[src/rtl/paddle_ctrl_p.sv]
// Paddle controller for the single-player pong datapath.
// Keeps the paddle's left-edge x on a fixed screen row and moves it once per
// divided movement tick from the active-low board keys, saturating at the
// bounds. Every move or restart streams an erase pass over the old span and a
// draw pass over the new span to the plotter over a valid/ready handshake.
// Optional build macro: PADDLE_ACCEL_EN doubles the step after a sustained
// same-direction hold (8th consecutive accepted tick onward).
module paddle_ctrl_p #(
    parameter int PAD_W    = 25,
    parameter int X_MIN    = 15,
    parameter int X_MAX    = 103,
    parameter int X_START  = 60,
    parameter int Y_ROW    = 119,
    parameter int TICK_DIV = 1250000,
    parameter int STEP     = 1
) (
    input  logic       clock,
    input  logic       reset,
    input  logic       key_left,
    input  logic       key_right,
    input  logic       game_over,
    input  logic [6:0] ball_y,
    output logic [7:0] paddle_x,
    output logic [7:0] plot_x,
    output logic [6:0] plot_y,
    output logic [2:0] colour,
    output logic       plot_valid,
    input  logic       plot_ready,
    output logic       busy
);

    localparam int                 CNT_W     = (TICK_DIV > 2) ? $clog2(TICK_DIV) : 1;
    localparam logic [CNT_W-1:0]   TICK_LAST = CNT_W'(TICK_DIV - 1);
    localparam logic [5:0]         IDX_LAST  = 6'(PAD_W - 1);
    localparam logic signed [8:0]  X_MIN_S   = 9'(X_MIN);
    localparam logic signed [8:0]  X_MAX_S   = 9'(X_MAX);
    localparam logic [7:0]         X_MIN_8   = 8'(X_MIN);
    localparam logic [7:0]         X_MAX_8   = 8'(X_MAX);
    localparam logic [7:0]         X_START_8 = 8'(X_START);
    localparam logic [6:0]         Y_ROW_7   = 7'(Y_ROW);
    localparam logic [2:0]         COL_ERASE = 3'b000;
    localparam logic [2:0]         COL_DRAW  = 3'b111;

    typedef enum logic [1:0] {
        ST_INIT  = 2'd0,
        ST_IDLE  = 2'd1,
        ST_ERASE = 2'd2,
        ST_DRAW  = 2'd3
    } state_t;

    logic [CNT_W-1:0]  tick_cnt_r;
    logic              tick_s;
    state_t            state_r;
    logic [5:0]        idx_r;
    logic [5:0]        idx_nxt_s;
    logic [7:0]        old_x_r;
    logic              pending_r;
    logic              restart_req_s;
    logic              move_left_s;
    logic              move_right_s;
    logic signed [8:0] step_s;
    logic signed [8:0] cand_s;
    logic [7:0]        new_x_s;
    logic              move_go_s;

`ifdef PADDLE_ACCEL_EN
    logic [2:0]        hold_cnt_r;
    logic              hold_dir_r;
`endif

    // Decode keys, pick the step size, and compute the saturated target x.
    always_comb begin
        move_left_s  = (key_left == 1'b0) && (key_right == 1'b1);
        move_right_s = (key_left == 1'b1) && (key_right == 1'b0);
`ifdef PADDLE_ACCEL_EN
        if ((hold_cnt_r == 3'd7) && (hold_dir_r == move_right_s)) begin
            step_s = 9'(2 * STEP);
        end else begin
            step_s = 9'(STEP);
        end
`else
        step_s = 9'(STEP);
`endif
        cand_s  = $signed({1'b0, paddle_x});
        new_x_s = paddle_x;
        if (move_left_s) begin
            cand_s = $signed({1'b0, paddle_x}) - step_s;
            if (cand_s < X_MIN_S) begin
                new_x_s = X_MIN_8;
            end else begin
                new_x_s = cand_s[7:0];
            end
        end else if (move_right_s) begin
            cand_s = $signed({1'b0, paddle_x}) + step_s;
            if (cand_s > X_MAX_S) begin
                new_x_s = X_MAX_8;
            end else begin
                new_x_s = cand_s[7:0];
            end
        end else begin
            new_x_s = paddle_x;
        end
    end

    // Tick, restart and move qualification; ticks outside IDLE are dropped.
    always_comb begin
        tick_s        = (tick_cnt_r == TICK_LAST);
        restart_req_s = game_over && (ball_y > 7'd115);
        idx_nxt_s     = idx_r + 6'd1;
        move_go_s     = tick_s && (state_r == ST_IDLE) &&
                        (move_left_s || move_right_s) && (new_x_s != paddle_x);
    end

    // Free-running movement tick divider.
    always_ff @(posedge clock) begin
        if (reset) begin
            tick_cnt_r <= '0;
        end else if (tick_s) begin
            tick_cnt_r <= '0;
        end else begin
            tick_cnt_r <= tick_cnt_r + CNT_W'(1);
        end
    end

    // Remember a restart request until the FSM is free to act on it.
    always_ff @(posedge clock) begin
        if (reset) begin
            pending_r <= 1'b0;
        end else if (restart_req_s) begin
            pending_r <= 1'b1;
        end else if (state_r == ST_IDLE) begin
            pending_r <= 1'b0;
        end else begin
            pending_r <= pending_r;
        end
    end

    // Redraw FSM: owns paddle position and all registered plot outputs.
    always_ff @(posedge clock) begin
        if (reset) begin
            state_r    <= ST_INIT;
            idx_r      <= 6'd0;
            old_x_r    <= X_START_8;
            paddle_x   <= X_START_8;
            plot_x     <= 8'd0;
            plot_y     <= Y_ROW_7;
            colour     <= COL_ERASE;
            plot_valid <= 1'b0;
            busy       <= 1'b0;
        end else begin
            plot_y <= Y_ROW_7;
            case (state_r)
                ST_INIT: begin
                    // Screen is blank after reset, so go straight to drawing.
                    idx_r      <= 6'd0;
                    state_r    <= ST_DRAW;
                    plot_x     <= paddle_x;
                    colour     <= COL_DRAW;
                    plot_valid <= 1'b1;
                    busy       <= 1'b1;
                end
                ST_IDLE: begin
                    if (pending_r) begin
                        old_x_r    <= paddle_x;
                        paddle_x   <= X_START_8;
                        idx_r      <= 6'd0;
                        state_r    <= ST_ERASE;
                        plot_x     <= paddle_x;
                        colour     <= COL_ERASE;
                        plot_valid <= 1'b1;
                        busy       <= 1'b1;
                    end else if (move_go_s) begin
                        old_x_r    <= paddle_x;
                        paddle_x   <= new_x_s;
                        idx_r      <= 6'd0;
                        state_r    <= ST_ERASE;
                        plot_x     <= paddle_x;
                        colour     <= COL_ERASE;
                        plot_valid <= 1'b1;
                        busy       <= 1'b1;
                    end else begin
                        plot_valid <= 1'b0;
                        busy       <= 1'b0;
                    end
                end
                ST_ERASE: begin
                    if (plot_valid && plot_ready) begin
                        if (idx_r == IDX_LAST) begin
                            state_r <= ST_DRAW;
                            idx_r   <= 6'd0;
                            plot_x  <= paddle_x;
                            colour  <= COL_DRAW;
                        end else begin
                            idx_r  <= idx_nxt_s;
                            plot_x <= old_x_r + {2'b00, idx_nxt_s};
                        end
                    end else begin
                        plot_valid <= plot_valid;
                    end
                end
                ST_DRAW: begin
                    if (plot_valid && plot_ready) begin
                        if (idx_r == IDX_LAST) begin
                            state_r    <= ST_IDLE;
                            idx_r      <= 6'd0;
                            plot_valid <= 1'b0;
                            busy       <= 1'b0;
                        end else begin
                            idx_r  <= idx_nxt_s;
                            plot_x <= paddle_x + {2'b00, idx_nxt_s};
                        end
                    end else begin
                        plot_valid <= plot_valid;
                    end
                end
                default: begin
                    state_r    <= ST_INIT;
                    plot_valid <= 1'b0;
                    busy       <= 1'b0;
                end
            endcase
        end
    end

`ifdef PADDLE_ACCEL_EN
    // Count consecutive accepted same-direction ticks; any break restarts it.
    always_ff @(posedge clock) begin
        if (reset) begin
            hold_cnt_r <= 3'd0;
            hold_dir_r <= 1'b0;
        end else if (!move_left_s && !move_right_s) begin
            hold_cnt_r <= 3'd0;
        end else if ((state_r == ST_IDLE) && pending_r) begin
            hold_cnt_r <= 3'd0;
        end else if (tick_s && (state_r == ST_IDLE)) begin
            hold_dir_r <= move_right_s;
            if ((new_x_s == paddle_x) ||
                (move_left_s && (new_x_s == X_MIN_8)) ||
                (move_right_s && (new_x_s == X_MAX_8))) begin
                hold_cnt_r <= 3'd0;
            end else if ((hold_cnt_r != 3'd0) && (hold_dir_r == move_right_s)) begin
                hold_cnt_r <= (hold_cnt_r == 3'd7) ? 3'd7 : (hold_cnt_r + 3'd1);
            end else begin
                hold_cnt_r <= 3'd1;
            end
        end else begin
            hold_cnt_r <= hold_cnt_r;
        end
    end
`endif

endmodule

[config.mk]
export PLATFORM = sky130hd
export DESIGN_NAME = paddle_ctrl_p
export DESIGN_NICKNAME = d
export VERILOG_FILES = /design/src/rtl/paddle_ctrl_p.sv
export SDC_FILE = /design/constraint.sdc
export NUM_CORES = 1
export LEC_CHECK = 0
export ABC_CLOCK_PERIOD_IN_PS = 4740
export CAP_MARGIN = 20
export CORE_ASPECT_RATIO = 0.5
export CORE_UTILIZATION = 31
export CTS_BUF_LIST = sky130_fd_sc_hd__clkbuf_16
export DETAILED_ROUTE_END_ITERATION = 6
export SLEW_MARGIN = 0
export SYNTH_ARGS = -nofsm -noshare
export SYNTH_HDL_FRONTEND = slang
export SYNTH_SLANG_ARGS = --single-unit
[constraint.sdc]
create_clock -name clock -period 4.74 [get_ports clock]
set_input_delay 0.711 -clock clock [delete_from_list [all_inputs] [get_ports clock]]
set_output_delay 0.711 -clock clock [all_outputs]
set_load 0.1 [all_outputs]
==> results.sh, run 1 <==
export IMPL_status="completed"
export IMPL_crit_slowest_cell="or4b_1"
export IMPL_hold_start="tick_cnt_r[0]"
export IMPL_diodes=0
export IMPL_vias_per_cell=5.33
export IMPL_die_w_um=168
export IMPL_critPathLaunchType="register"
export IMPL_cp_arrival_ps=4420
export IMPL_area_growth_pct=14.2
export IMPL_grt_start_max_net_pins=26
export IMPL_r2r_end="colour[1]"
export IMPL_power_leakage_nw=1.83
export IMPL_tns_ps=0
export IMPL_synthCells=567
export IMPL_grt_pass1_vias=3707
export IMPL_avgSynthCellArea_um2=7.57
export IMPL_cts_root_buf="clkbuf_16"
export IMPL_cp_top_family="simple AND/OR/NAND/NOR gates"
export IMPL_endpoint_kind="register"
export IMPL_p_int_w=0.000755
export IMPL_netSwitchingPower_w=0.000387
export IMPL_critPathKind="register to register"
export IMPL_gp_congestion=0.952
export IMPL_r2r_cells=11
export IMPL_post_cts_setup_buffer_count=0
export IMPL_slowest_delay_ps=570
export IMPL_clock_latency_ps=300
export IMPL_rrSetupSlack_ps=520
export IMPL_cts_tree="done"
export IMPL_synth_edff_count=0
export IMPL_grt_overflow_total=0
export IMPL_numPortBuffers=31
export IMPL_crit_path_frequent_cell="or4b_1"
export IMPL_powerDensity_nw_per_um2=233
export IMPL_fmax_ghz=0.237
export IMPL_synth_top_area_cell="dfxtp_1"
export IMPL_drive_gt1_frac=0.0718
export IMPL_required_ps=4940
export IMPL_die_h_um=85.2
export IMPL_fin_crit_ps=4220
export IMPL_drt_pass1_iter_count=5
export IMPL_cts_resized=0
export IMPL_synthFlopType="dfxtp_1"
export IMPL_drt_iter0_markers=376
export IMPL_yosys_top_cells_area="dfxtp_1, ha_1, nor2_1"
export IMPL_fin_area_um2=4900
export IMPL_routedLengthMet1_um=5760
export IMPL_slew_viol_final=0
export IMPL_critPathBufInv=1
export IMPL_r2r_start="paddle_x[0]"
export IMPL_rows=29
export IMPL_min_to="tick_cnt_r[0]"
export IMPL_start_util=0.328
export IMPL_drt_wirelength_per_cell_um=15.3
export IMPL_cts_htree_levels=2
export IMPL_vdd_drop_max_uv=123
export IMPL_worst_path_stages=11
export IMPL_switching_share=0.339
export IMPL_synth_area_um2=4290
export IMPL_wl_met3_um=632
export IMPL_cap_violations=0
export IMPL_path_clk_slew_ps=70
export IMPL_seqPwrFrac=0.439
export IMPL_slew_headroom=0.335
export IMPL_dp_hpwl_um=8580
export IMPL_yosysTopAreaCellShare=0.261
export IMPL_grt_pass1_wl_um=18900
export IMPL_cp_max_fo=10
export IMPL_synth_warning_count=0
export IMPL_drc=0
export IMPL_clock_path_buffers=2
export IMPL_cp_cell_sequence="inv_1, ha_1, or4b_1, a311o_1, o31ai_1, a211oi_1, or4b_1, or4b_4, o311ai_4, nand2_4, a2111oi_4"
export IMPL_synth_most_common_cell="nor2_1"
export IMPL_finClkSkew_ps=9.09
export IMPL_min_delay_path_depth=1
export IMPL_pwr_share_comb=0.229
export IMPL_die_area_um2=14300
export IMPL_synth_yosys_seq_area_share=0.261
export IMPL_core_area_um2=13100
export IMPL_ios=41
export IMPL_hp_class="register to register"
export IMPL_cts_sinks=56
export IMPL_hold_viol=0
export IMPL_synthArstFlopShare=0
export IMPL_p_clk_frac=0.332
export IMPL_nets=619
export IMPL_worst_pin_slew_ps=995
export IMPL_power_w=0.00114
export IMPL_dr_total_vias=4027
export IMPL_period_share=0.889
export IMPL_wl_met2_um=5010
export IMPL_wl_um=11500
export IMPL_synth_cell_types=71
export IMPL_cts_buffers=5
export IMPL_postCtsHoldBufs=0
export IMPL_ys_seq_elements=56
export IMPL_highest_layer="met4"
export IMPL_placed_area_um2=4750
export IMPL_rsz0062_at_grt="no"
export IMPL_grt_use_total=0.163
export IMPL_synth_common_cells="nor2_1, dfxtp_1, nand2_1, o21ai_0, a21oi_1"
export IMPL_ant_nets=0
export IMPL_antenna_found_initial=0
export IMPL_setup_viol=0
## per-stage QoR
| stage | setup slack (ps) | hold slack [ps] | cells | util |
|---|---|---|---|---|
| 2_1_floorplan | 200 | 413 | 572 | - |
| 3_3_place_gp | 457 | 428 | 747 | 0.364 |
| 3_5_place_dp | 458 | 448 | 747 | 0.364 |
| 4_1_cts | 535 | 459 | 755 | 0.375 |
| 5_1_grt | 359 | 476 | 755 | 0.375 |
| 6_report | 524 | 452 | 755 | 0.375 |
## kinds of logic (layout without fill, tap and decap cells)
kind of cell | Yosys count | in the layout | synth area share
AO/OA/AOI/OAI | 137 | 137 | 0.213
XOR/XNOR | 31 | 31 | 0.0633
adder cells (fa/ha/maj) | 22 | 22 | 0.0677
buffers and inverters | 71 | 84 | 0.0747
flip-flops | 56 | 56 | 0.261
multiplexers | 20 | 20 | 0.0475
other | 2 | 7 | 0.00175
AND/OR/NAND/NOR | 228 | 228 | 0.271
## cell usage in the layout (no fill, tap or decap), drive strengths merged, types with 7 or more instances in the layout
cell           instances
a31oi                  7
mux2i                 17
nand3                 21
nand4                 14
a21oi                 30
xnor2                 15
dfxtp                 56
conb                   7
buf                   17
clkdlybuf4s50         31
inv                   29
nor3                  17
o21ai                 42
nor2                  66
xor2                  16
nand2                 56
nor2b                  8
ha                    20
## worst max-delay path by stage
stage / start / end / slack, ps
3_3_place_gp: key_left / colour[1] / 460
2_1_floorplan: paddle_x[0] / paddle_x[0] / 200
4_1_cts: paddle_x[0] / colour[1] / 530
3_5_place_dp: key_left / colour[1] / 460
5_1_grt: paddle_x[0] / colour[1] / 360
6_report: paddle_x[0] / colour[1] / 520
## power groups by stage
stage | combinational, W | clock [W] | sequential [W]
after floorplan | 0.000145 | 0 | 0.000571
after global placement | 0.000259 | 0 | 0.000512
after detailed placement | 0.000261 | 0 | 0.000512
after CTS | 0.000261 | 0.000390 | 0.000501
after global routing | 0.000277 | 0.000409 | 0.000505
final | 0.000262 | 0.000379 | 0.000502
## registers in the layout, summed over array words and instances, names as in the netlist
| register | count |
|---|---|
| colour | 1 |
| idx_r | 6 |
| old_x_r | 8 |
| paddle_x | 8 |
| pending_r | 1 |
| plot_valid | 1 |
| plot_x | 8 |
| state_r | 2 |
| tick_cnt_r | 21 |
## per-layer routing
| layer | vias to the layer above | global-route usage |
|---|---|---|
| met5 | - | 0 |
| met4 | 0 | 0.0364 |
| met3 | 15 | 0.0261 |
| met2 | 110 | 0.255 |
| met1 | 1867 | 0.234 |
| li1 | 2035 | - |
## final cells by class
cell class / instances / area (um^2)
Fill cell: 1355 / 8160
Multi-Input combinational cell: 445 / 2870
Sequential cell: 56 / 1120
Timing Repair Buffer: 48 / 438
Tap cell: 170 / 213
Clock buffer: 5 / 125
Inverter: 28 / 105
Clock inverter: 3 / 26.3
No activity file was read; power rests on OpenSTA's default activity.
==> inputs of run 2 (changes only) <==
--- a/config.mk
+++ b/config.mk
@@ -8,9 +8,10 @@
 export ABC_CLOCK_PERIOD_IN_PS = 4740
 export CAP_MARGIN = 20
 export CORE_ASPECT_RATIO = 0.5
-export CORE_UTILIZATION = 31
+export CORE_UTILIZATION = 58
 export CTS_BUF_LIST = sky130_fd_sc_hd__clkbuf_16
 export DETAILED_ROUTE_END_ITERATION = 6
+export PLACE_DENSITY = 0.81
 export SLEW_MARGIN = 0
 export SYNTH_ARGS = -nofsm -noshare
 export SYNTH_HDL_FRONTEND = slang
==> run 2 against run 1 <==
Against the previous run: clock power increased by 2%; total power increased by 0.31%; via count increased by 3.5%; design area decreased by 2.0%; global-route usage increased by 13 points.
==> results.sh, run 2 (same netlist as run 1, synthesis figures left out) <==
export IMPL_drc=0
export IMPL_crit_path_frequent_cell="or4b_1"
export IMPL_grt_start_max_net_pins=26
export IMPL_postCtsHoldBufs=0
export IMPL_wl_um=10700
export IMPL_r2r_start="paddle_x[0]"
export IMPL_clock_latency_ps=300
export IMPL_powerDensity_nw_per_um2=238
export IMPL_fin_area_um2=4800
export IMPL_endpoint_kind="register"
export IMPL_ant_nets=0
export IMPL_clock_path_buffers=2
export IMPL_cts_resized=0
export IMPL_hold_viol=0
export IMPL_worst_pin_slew_ps=974
export IMPL_gp_congestion=0.945
export IMPL_cp_max_fo=11
export IMPL_status="completed"
export IMPL_fin_crit_ps=4250
export IMPL_path_clk_slew_ps=80
export IMPL_hold_start="tick_cnt_r[0]"
export IMPL_cts_root_buf="clkbuf_16"
export IMPL_finClkSkew_ps=8.60
export IMPL_die_h_um=62.8
export IMPL_rrSetupSlack_ps=490
export IMPL_rsz0062_at_grt="no"
export IMPL_cts_buffers=5
export IMPL_grt_pass1_wl_um=17900
export IMPL_required_ps=4960
export IMPL_largest_reg_flops=21
export IMPL_r2r_cells=11
export IMPL_critPathKind="register to register"
export IMPL_area_growth_pct=12.0
export IMPL_power_leakage_nw=1.83
export IMPL_placed_area_um2=4650
export IMPL_die_w_um=124
export IMPL_cts_tree="done"
export IMPL_final_common_cell="nor2_1"
export IMPL_grt_use_total=0.292
export IMPL_rows=21
export IMPL_crit_slowest_cell="or4b_1"
export IMPL_r2r_end="paddle_x[7]"
export IMPL_slew_viol_final=0
export IMPL_hold_ws_ps=440
export IMPL_post_cts_setup_buffer_count=0
export IMPL_drt_wirelength_per_cell_um=15.8
export IMPL_highest_layer="met4"
export IMPL_start_util=0.621
export IMPL_setup_viol=0
export IMPL_dp_hpwl_um=7780
export IMPL_cts_sinks=56
export IMPL_min_delay_path_depth=1
export IMPL_vdd_drop_max_uv=155
export IMPL_drt_iter0_markers=411
export IMPL_slowest_delay_ps=580
export IMPL_fmax_ghz=0.235
export IMPL_drt_pass1_iter_count=6
export IMPL_antenna_found_initial=0
export IMPL_routedLengthMet1_um=4900
export IMPL_cp_cell_sequence="inv_1, ha_1, or4b_1, a311o_1, o31ai_1, a211oi_1, or4b_1, or4b_4, o311ai_4, and2_1, mux2i_1"
export IMPL_die_area_um2=7770
export IMPL_cts_htree_levels=2
export IMPL_critPathLaunchType="register"
export IMPL_dr_total_vias=4167
export IMPL_layout_common_cells="nor2_1, dfxtp_1, nand2_1"
export IMPL_vias_per_cell=6.16
export IMPL_slew_headroom=0.349
export IMPL_nets=619
export IMPL_period_share=0.897
export IMPL_wl_met3_um=791
export IMPL_tns_ps=0
export IMPL_grt_pass1_vias=3760
export IMPL_core_area_um2=6910
export IMPL_hp_class="register to register"
export IMPL_cap_violations=0
export IMPL_cp_arrival_ps=4470
export IMPL_wl_met2_um=4860
export IMPL_diodes=0
export IMPL_ios=41
export IMPL_drive_gt1_frac=0.0718
export IMPL_numPortBuffers=31
export IMPL_min_to="tick_cnt_r[0]"
export IMPL_regMostFlops="tick_cnt_r"
export IMPL_grt_overflow_total=0
==> run 2: cell types whose count changed in the layout (fill, tap and decap cells not counted), sizes merged <==
cell	change
clkinvlp	+1
clkinv	-1
==> run 2: how the worst max path moves through the flow <==
stage	end	startpoint	slack [ps]	cells past startpoint
floorplan	paddle_x[0]	paddle_x[0]	200	13
global placement	paddle_x[0]	key_left	340	12
detailed placement	paddle_x[7]	key_left	300	12
CTS	state_r[1]	paddle_x[0]	530	11
global route	state_r[1]	paddle_x[0]	310	11
finish	paddle_x[7]	paddle_x[0]	490	11
==> run 2: power breakdown <==
group | switching [W] | leakage, nW | internal, W
Combinational | 0.000187 | 1.30 | 0.0000704
Sequential | 0.0000177 | 0.455 | 0.000484
Clock | 0.000185 | 0.0719 | 0.000201
Total | 0.000390 | 1.83 | 0.000756
==> run 2: cell type report <==
cell class | count | area (um^2)
Sequential cell | 56 | 1120
Tap cell | 92 | 115
Clock inverter | 3 | 27.5
Inverter | 28 | 105
Timing Repair Buffer | 48 | 438
Fill cell | 606 | 2110
Multi-Input combinational cell | 445 | 2870
Clock buffer | 5 | 125
==> run 2: metrics by stage <==
stage	total power [W]	worst slack (ps)	std cells	util
floorplan	0.000716	200	572	-
global placement	0.000766	342	669	0.673
detailed placement	0.000768	301	669	0.673
CTS	0.00115	532	677	0.695
global route	0.00119	313	677	0.695
finish	0.00115	488	677	0.695
==> run 2: worst max-delay path, delay by kind of cell (launching register included) <==
kind / cells / cell delay [ps]
AOI/OAI and AO/OA: 4 / 930
and+or+nand+nor: 4 / 2090
buffers and inverters: 1 / 180
DFF: 1 / 320
adders and majority gates: 1 / 390
muxes: 1 / 260
==> run 2: routing by layer <==
layer	up-vias	GRT usage
li1	2052	-
met5	-	0
met1	1923	0.396
met4	0	0.0904
met3	20	0.0429
met2	172	0.474
==> inputs of run 3 (changes only) <==
--- a/config.mk
+++ b/config.mk
@@ -5,11 +5,11 @@
 export SDC_FILE = /design/constraint.sdc
 export NUM_CORES = 1
 export LEC_CHECK = 0
-export ABC_CLOCK_PERIOD_IN_PS = 4740
 export CAP_MARGIN = 20
 export CORE_ASPECT_RATIO = 0.5
 export CORE_UTILIZATION = 58
 export CTS_BUF_LIST = sky130_fd_sc_hd__clkbuf_16
+export CTS_CLUSTER_DIAMETER = 60
 export DETAILED_ROUTE_END_ITERATION = 6
 export PLACE_DENSITY = 0.81
 export SLEW_MARGIN = 0
==> results of run 3 <==
Final layout, timing and power as in run 2 (identical DEF).
==> variant: new RTL, config.mk and constraints of run 3 <==
Add a define of `PADDLE_ACCEL_EN`.
--- a/src/rtl/paddle_ctrl_p.sv
+++ b/src/rtl/paddle_ctrl_p.sv
@@ -5,6 +5,8 @@
 // draw pass over the new span to the plotter over a valid/ready handshake.
 // Optional build macro: PADDLE_ACCEL_EN doubles the step after a sustained
 // same-direction hold (8th consecutive accepted tick onward).
+`define PADDLE_ACCEL_EN
+
 module paddle_ctrl_p #(
     parameter int PAD_W    = 25,
     parameter int X_MIN    = 15,
Formal check against the unedited RTL: no difference found for any inputs over 10 cycles, from zero or initial values and one cycle with reset high; that may be too few to reach the edited logic, so the function may still have changed.
==> variant against run 3 <==
  * Area after synthesis up 6.6%
  * Worst setup slack worse by 45 ps
  * Critical path type is now in2reg
  * Die area up 6.5%
  * Global-route usage up 3.1 points
  * Total power up 33%
  * Critical endpoint is now paddle_x[6]
  * Wire length up 22%
  * Design area up 19%
  * Sequential cell count up 5
  * Sequential power up 8.6%
  * Synthesized cell count up 3.4%
==> variant: results (changes against run 3) <==
** Run status
- Result of the run :: complete, no violations (unchanged)

** Synth
- The share of the synthesized netlist area taken by xor and xnor gates came to 6.51% (was 6.33%).
- Most frequent cells after synthesis: nor2_1, dfxtp_1, nand2_1 (unchanged).

** Drt
- Drt first pass iters :: 5 (was 6)
- The mean routed wirelength per cell is 17.0 um (was 15.8 um).
- Vias per Instance :: 6.15 (was 6.16)
- The routed metal-1 wire length is 5520 um (was 4900 um).
- The routed length on met3 was 927 um (was 791 um).

** Critical path
- CP Launch Point :: key_left (was paddle_x[0])
- Kind of cell adding the most delay to the critical path :: compound AO/OA/AOI/OAI gates (was simple AND/OR/NAND/NOR gates)
- The highest net fanout along the worst path is 5 (was 11).
- The startpoint of the most critical register-to-register path is hold_cnt_r[0] (was paddle_x[0]).
- Highest cell delay on the worst timing path :: 360 ps (was 580 ps)
- The highest-delay cell along the critical path is a221o_1 (was or4b_1).

** Clock tree
- Clock-pin slew on the worst setup and hold paths :: 50 ps (was 80 ps)
- Worst skew pair latency :: 330 ps (was 300 ps)
- The number of buffers added by the clock tree synthesis step was 9 (was 5).
- The number of gates resized after cts came to 6 (was 0).

** Layout
- The total area of sequential cells is 1220 um^2 (was 1120 um^2).
- Multi-input combinational cell count :: 458 (was 445)
- Number of signal-net buffers in the layout :: 89 (was 48)
- Clock network contribution to total cell area :: 5.78% (was 3.18%)
- Proportion of cell area occupied by registers :: 21.3% (was 23.3%)

** Global route
- Number of global-route vias before repair :: 4,344 (was 3,760)
- The routing usage on met1 came to 39.2% (was 39.6%).
- Global-route wire length before repair :: 20,700 um (was 17,900 um)

** STA
- Worst clock skew on the final layout :: 5.11 ps (was 8.60 ps)

** Floorplan
- The overall die width is 128 um (was 124 um).

** Placed design
- Final HPWL from detailed placement :: 8920 um (was 7780 um)
variant: changes by cell type after synthesis, moves of 5 or more:
cell | before | now
o22ai_1 | 5 | 0
o31ai_1 | 4 | 11
xor2_1 | 16 | 21
and3_1 | 5 | 10
clkbuf_1 | 25 | 17
o21ai_0 | 38 | 25
inv_1 | 26 | 33
dfxtp_1 | 56 | 61
and2_1 | 5 | 10
a211o_1 | 5 | 0
nand4b_1 | 1 | 6
variant: logic make-up (layout without fill, tap and decap cells):
group / after synthesis / after routing
simple gates: 235 / 235
compound gates: 133 / 133
buf+inv: 72 / 140
flops: 61 / 61
xor+xnor: 34 / 34
fa+ha+maj: 27 / 27
mux: 22 / 22
other cells: 2 / 7
variant: worst paths after layout:
kind / cells after the start / end / slack (ps)
hold reg to reg: 1 / tick_cnt_r[0] / 450
setup reg to reg: 17 / paddle_x[6] / 740
hold / removal: 1 / tick_cnt_r[0] / 450
setup / recovery: 19 / paddle_x[6] / 440
